File: src/rtl/counter.sv
// counter: up-counter with terminal-count strobe and sticky overflow flag.
// Optional feature macro: COUNTER_SATURATE_EN
//   defined   -> count stops at MAX_VALUE when enabled at terminal count
//   undefined -> count wraps to zero when enabled at terminal count
module counter #(
  parameter int unsigned WIDTH     = 4,
  parameter int unsigned MAX_VALUE = (2 ** WIDTH) - 1
) (
  input  logic             clk,
  input  logic             rst,
  input  logic             en,
  output logic [WIDTH-1:0] count,
  output logic             tc,
  output logic             ovf
);

  localparam logic [WIDTH-1:0] MAX_CNT = WIDTH'(MAX_VALUE);

  logic at_max;

  // Terminal-count detection, qualified by enable for the tc strobe
  always_comb begin
    at_max = (count == MAX_CNT);
    tc     = at_max && en;
  end

  // Count register: increment, hold, or terminal behaviour
  always_ff @(posedge clk or posedge rst) begin
    if (rst) begin
      count <= '0;
    end else if (en) begin
      if (at_max) begin
`ifdef COUNTER_SATURATE_EN
        count <= MAX_CNT;
`else
        count <= '0;
`endif
      end else begin
        count <= count + 1'b1;
      end
    end
  end

  // Sticky overflow: set on any enabled edge at terminal count, cleared only by reset
  always_ff @(posedge clk or posedge rst) begin
    if (rst) begin
      ovf <= 1'b0;
    end else if (tc) begin
      ovf <= 1'b1;
    end
  end

endmodule

File: config.mk
export PLATFORM = sky130hd
export DESIGN_NAME = counter
export DESIGN_NICKNAME = d
export VERILOG_FILES = /design/src/rtl/counter.sv
export SDC_FILE = /design/constraint.sdc
export NUM_CORES = 1
export LEC_CHECK = 0
export BUFFER_PORTS_ARGS = -buffer_cell sky130_fd_sc_hd__buf_2
export CORE_AREA = 4 4 41 43
export DETAILED_ROUTE_END_ITERATION = 8
export DIE_AREA = 0 0 45 47
export GPL_TIMING_DRIVEN = 0
export SYNTH_ARGS = -nofsm -noshare
export SYNTH_HDL_FRONTEND = slang
export SYNTH_SLANG_ARGS = --single-unit
File: constraint.sdc
create_clock -name clk -period 1.5 [get_ports clk]
set_clock_uncertainty 0.15 [all_clocks]
set_input_delay 0.225 -clock clk [delete_from_list [all_inputs] [get_ports clk]]
set_output_delay 0.225 -clock clk [all_outputs]
set_load 0.01 [all_outputs]
# --- Word-level counts from Yosys, hierarchy flattened ---
# Cells that the tools add are included.
totals:
  reg_bits: 5
  latch_bits: 0
  ram_bits: 0
  romBits: 0
  in_bits: 3
  out_inout_bits: 6
  elab_cells: 6
  mem_count: 0
op_classes:
  add_sub_neg: 1
  multipliers: 0
  div_mod_pow: 0
  n_lt_le_gt_ge: 0
  eq_ne: 1
  shifts: 0
  mux: 1
  bitwise_logic: 0
  reduce_logical: 1
ops:
  columns: ["cell", "n"]
  rows:
  - ["4-bit by 1-bit adder with 4-bit output (second input constant)", 1]
  - ["4-bit equality test (second input constant)", 1]
  - ["4-bit two-way mux", 1]
  - ["1-bit logical AND", 1]

# --- Depth between registers and ports, before layout ---
# Gate-level depths: netlist (run 1).
logic_depth:
  ltp_word: 2
  ltp_mapped: 3
  ltp_nobuf: 3

# --- Worst setup path before layout (run 1) ---
# OpenSTA, ideal clock, no wires.
synth_path:
  path_type: "reg-to-reg"
  startpoint: "register count[0]"
  endpoint: "register ovf"
  setup_ps: 124
  t_arrival_ps: 1117
  required_ps: 1226
  setup_slack_ps: 109
  stages_incl_launch_ff: 4
  cell_sequence: "dfrtp_1 -> ha_1 -> and4_1 -> or2_1"
synth_between:
  elab_chain_len: 2
synth_rtl:
  columns: ["element", "line_no", "source"]
  rows:
  - ["start: declaration", "12", "output logic [WIDTH-1:0] count,"]
  - ["start signal: assignment", "39", "count <= count + 1'b1;"]
  - ["4-bit equality test", "23", "at_max = (count == MAX_CNT);"]
  - ["1-bit logical AND", "24", "tc = at_max && en;"]
  - ["net tc", "13", "output logic tc,"]
  - ["end signal: assignment", "47", "ovf <= 1'b0;"]
  - ["end signal: assignment", "49", "ovf <= 1'b1;"]
  - ["end: declaration", "14", "output logic ovf"]
# The timed path passes the listed nets, and every way through them passes these cells.
# A chain may end at the register's enable or synchronous reset.

# --- Final worst setup path (run 1) ---
layout_path:
  startpoint: "register count[0]"
  endpoint: "output port tc"
layout_between:
  elab_chain_len: 2
layout_rtl:
  columns: ["element", "line_no"]
  rows:
  - ["4-bit equality test", "23"]
  - ["1-bit logical AND", "24"]
  - ["end: declaration", "13"]
# No other way between the ends.

==> qor.yml, run 1 <==
period_share_pct: 102
reg2reg_setup_slack_ns: 0.24
die_w_microns: 45
yosysTopAreaCellShare_pct: 54.6
ant_nets: 0
clk_pin_slew_ns: 0.04
tightestPinTransition_ns: 0.200
grt_pass1_wl_microns: 841
overflow: 0
ios: 9
synthDistinctLibCells: 13
synth_common_cells: "dfrtp_1, a41oi_1, nand2b_1"
pre_cts_slack_ns: 0.0947
hold_viol: 0
path_max_fanout: 2
cp_slowest_stage_delay_ns: 0.39
powerDensity_nw_per_um2: 2020
arrival_ns: 1.16
ys_warn_count: 0
seq_area_frac_synth_pct: 54.6
power.total_mw: 0.704
worst-setup-path-type: "reg -> out"
min_period_ns: 1.53
portBuffers: 8
setup_viol: 1
synthArstFlopShare_pct: 100
clk_root_buffer_cell: "clkbuf_4"
relSlewSlack_pct: 86.6
drc: 0
drtPass1Iterations: 2
num_rows: 13
violations: "setup timing"
drv_slew: 0
fp.dieH_microns: 47
yosysMostFrequentCell: "dfrtp_1"
clock_path_buffers: 2
crit_chain: "ha_2 > and4_1 > buf_2"
grt_max_degree: 8
diodes: 0
hold_slack_ns: 0.124
syn_nets: 23
num_vias: 210
rsz0062_at_grt: "yes"
wl_microns: 518
cts_tree: "built"
area_growth_pct: 52.5
dp.cells: 42
avgSynthCellArea_sq_um: 12.1
cpMaxStageDelayCell: "dfrtp_1"
die_area_sq_um: 2120
final_cell_count_no_fill: 50
crit_buf_inv: 1
core_sq_um: 1300
crit_family: "flip-flops"
synth_cells: 19
numCtsBuffers: 3
grtUsageTotal_pct: 6.83
n_fill_cell: 147
synthFlopType: "dfrtp_1"
endpoint_kind: "output port"
antenna_found_initial: 0
gp_congestion: 0.717
netlist_area_sq_um: 229
start_util_pct: 17.6
clock-sinks: 5
grt_pass1_vias: 182
nets: 40
setup_ws_ns: -0.0323
drtIter0Drc: 5
p_leak_nw: 0.174
fmax_ghz: 0.653
maxCapViolations: 0
worstHoldPathType: "in -> reg"
synth_edf_count: 0
synth_area_leader_cell: "dfrtp_1"
cts-htree-levels: 1
cp_data_required_time_ns: 1.12
drive_gt1_share_pct: 42.9
via_per_inst: 4.20
vdd_drop_max_v: 0.000778
post-route-util_pct: 26.8
clkLatencyLatePin_ns: 0.25
yosys-top-cells-area: "dfrtp_1, a41oi_1, ha_1"
cp-start-kind: "flip-flop"
synth_seq_cells: 5
run_status: "finished, violations left"
wl_per_cell_microns: 10.4
[layout by cell type (no fill, tap or decap)]
master	instances
a21o_1	1
a41oi_1	2
and3_1	1
and4_1	1
buf_2	8
buf_4	3
clkbuf_1	1
clkbuf_4	3
dfrtp_1	5
dlygate4sd3_1	1
ha_2	1
inv_1	1
mux2_1	1
nand2_1	1
nand2b_1	2
o21ai_1	1
or2_1	1
xnor2_1	1
[per-stage QoR]
step	cell area, sq um	setup TNS (ns)
2_1_floorplan	229	0
3_3_place_gp	288	0
4_1_cts	349	-0.0415
6_report	349	-0.0323
3_5_place_dp	288	0
5_1_grt	349	-0.0798
[area by class of cell]
type                       count  area (sq um)  area share [%]
clock buffer                   4          26.3            7.53
inverter                       1          3.75            1.08
timing repair buffer          12          72.6            20.8
multi-input combinational     13           103            29.4
sequential                     5           125            35.8
tap                           15          18.8            5.38
[worst paths after layout]
check,start,cells past startpoint,endpoint
max,count[0],3,tc
min,en,3,count[0]
max reg2reg,count[0],4,count[3]
min reg2reg,ovf,1,ovf
max in group asynchronous,rst,3,count[1]
min in group asynchronous,rst,3,count[0]
[timing repair]
item                                    in CTS  in global routing
gates resized for setup                      1                  0
endpoints found under the setup margin       1                  1
pin swaps                                    1                  0
endpoints found under the hold margin        5                  0
cloned                                       0                  0
setup buffers                                3                  0
hold buffers                                 1                  0
[state kept, by name (all words and copies together), names as in the netlist]
name	flops
count	4
ovf	1
[worst reg2reg max path, stage by stage, from the launching register on]
cell and delay [ns]:
dfrtp_1 0.39, ha_2 0.18, buf_4 0.13, a21o_1 0.14, a41oi_1 0.19
[routing by layer]
metal	up-vias	routed length [microns]	GRT usage, %
li1	102	-	-
met1	91	260	8.06
met2	12	149	5.93
met3	5	87	6.90
met4	0	21	7.02
met5	-	0	0
[where the power goes]
part / leakage (nW) / internal (mW) / switching, mW
clock network: 0.0150 / 0.101 / 0.0612
logic: 0.100 / 0.156 / 0.130
registers: 0.0584 / 0.199 / 0.0568
[logic make-up after synthesis]
logic type                 after synthesis  synth area share (%)
and+or+nand+nor                          6                  16.4
DFF                                      5                  54.6
AOI/OAI and AO/OA                        4                  13.1
xor gates and xnor gates                 1                  3.83
buffers and inverters                    1                  1.64
muxes                                    1                  4.92
adders and majority gates                1                  5.46
(Power assumes the default switching activity.)
==> run 2, diff against run 1 <==
--- a/config.mk
+++ b/config.mk
@@ -5,11 +5,15 @@
 export SDC_FILE = /design/constraint.sdc
 export NUM_CORES = 1
 export LEC_CHECK = 0
+export ABC_CLOCK_PERIOD_IN_PS = 1500
 export BUFFER_PORTS_ARGS = -buffer_cell sky130_fd_sc_hd__buf_2
+export CELL_PAD_IN_SITES_DETAIL_PLACEMENT = 1
+export CELL_PAD_IN_SITES_GLOBAL_PLACEMENT = 2
 export CORE_AREA = 4 4 41 43
 export DETAILED_ROUTE_END_ITERATION = 8
 export DIE_AREA = 0 0 45 47
 export GPL_TIMING_DRIVEN = 0
+export PLACE_DENSITY_LB_ADDON = 0.1
 export SYNTH_ARGS = -nofsm -noshare
 export SYNTH_HDL_FRONTEND = slang
 export SYNTH_SLANG_ARGS = --single-unit
==> qor.yml, run 2 (synthesized netlist as in run 1, its figures left out) <==
run_status: "finished, violations left"
violations: "setup timing"
die_area_sq_um: 2120
overflow: 0
wl_met3_microns: 66
vdd_drop_max_v: 0.000643
final_common_cell: "buf_2"
reg_top3: "count x4, ovf x1"
setup_ws_ns: -0.0287
die_w_microns: 45
final_cell_count_no_fill: 50
hpwl_microns: 441
via_per_inst: 4.28
min_period_ns: 1.53
top_register: "count"
tightestPinTransition_ns: 0.208
cts_tree: "built"
fmax_ghz: 0.654
clk_root_buffer_cell: "clkbuf_4"
worst-setup-path-type: "reg -> out"
power.total_mw: 0.713
relSlewSlack_pct: 86.1
drc: 0
grt_max_degree: 8
layout_common_cells: "buf_2, dfrtp_1, clkbuf_4, buf_4"
num_rows: 13
cp-start-kind: "flip-flop"
grt_pass1_vias: 246
cp_slowest_stage_delay_ns: 0.40
gp_congestion: 0.648
grtUsageTotal_pct: 7.36
highest_layer: "met3"
core_sq_um: 1300
clk_pin_slew_ns: 0.04
portBuffers: 8
area_growth_pct: 56.8
nets: 40
start_util_pct: 17.6
hold_viol: 0
endpoint_kind: "output port"
drive_gt1_share_pct: 42.9
antenna_found_initial: 0
ant_nets: 0
rsz0062_at_grt: "yes"
diodes: 0
fp.dieH_microns: 47
grt_pass1_wl_microns: 1040
num_vias: 214
cp_data_required_time_ns: 1.12
cts-htree-levels: 1
wl_met1_microns: 227
cpMaxStageDelayCell: "dfrtp_1"
numCtsBuffers: 3
drv_slew: 0
drtIter0Drc: 5
path_max_fanout: 2
arrival_ns: 1.15
dp.cells: 42
wl_met2_microns: 278
crit_buf_inv: 1
clock_path_buffers: 2
wl_microns: 572
period_share_pct: 102
drtPass1Iterations: 4
clock-sinks: 5
crit_family: "flip-flops"
setup_viol: 1
clkLatencyLatePin_ns: 0.24
wl_per_cell_microns: 11.4
maxCapViolations: 0
powerDensity_nw_per_um2: 1980
crit_chain: "ha_4 > and4_1 > buf_2"
p_leak_nw: 0.175
tns_ns: -0.0287
largest_register_ffs: 4
worstHoldPathType: "in -> reg"
ios: 9
[run 2: cell count changes in the layout (fill, tap and decap cells not counted)]
cell,previous run,this run
ha_2,1,0
ha_4,0,1
[run 2: what timing repair did]
item | 4_1_cts | 5_1_grt
hold buffers | 1 | 0
endpoints found under the setup margin | 1 | 1
setup buffers | 3 | 0
resized for setup | 2 | 0
endpoints found under the hold margin | 5 | 0
pin swaps | 1 | 1
[run 2: report_power, final]
| part | switching [mW] | internal, mW | leakage (nW) |
|---|---|---|---|
| Clock | 0.0545 | 0.101 | 0.0150 |
| Combinational | 0.131 | 0.163 | 0.102 |
| Sequential | 0.0645 | 0.200 | 0.0584 |
[run 2: through the flow]
step	area [sq um]	utilization [%]	worst slack [ns]	hold slack, ns
2_1_floorplan	229	-	0.109	-0.146
3_3_place_gp	288	22.1	0.0812	-0.0115
3_5_place_dp	288	22.1	0.0736	-0.00138
4_1_cts	359	27.6	-0.0409	0.131
5_1_grt	359	27.6	-0.0913	0.142
6_report	359	27.6	-0.0287	0.138
[run 2: area by class of cell]
type | count | area [sq um]
clock buffer | 4 | 26.3
fill | 154 | 942
inverter | 1 | 3.75
multi-input combinational | 13 | 113
sequential | 5 | 125
tap | 15 | 18.8
timing repair buffer | 12 | 72.6
[run 2: worst paths after layout]
path | depth (start not counted) | to | slack (ns) | from
min reg2reg | 1 | ovf | 0.31 | ovf
max | 3 | tc | -0.03 | count[0]
max in group asynchronous | 3 | count[1] | 0.73 | rst
min in group asynchronous | 3 | ovf | 0.29 | rst
min | 3 | count[0] | 0.14 | en
max reg2reg | 4 | count[3] | 0.22 | count[0]
[run 2: worst reg2reg max path, stage by stage (launching register included)]
cell     delay [ns]
dfrtp_1        0.40
ha_4           0.17
buf_4          0.13
a21o_1         0.14
a41oi_1        0.19
[run 2: metal layers]
metal | vias to the layer above | track usage, %
met3 | 0 | 6.13
met4 | 0 | 3.51
met5 | - | 0
met1 | 103 | 6.41
li1 | 100 | -
met2 | 11 | 12.1
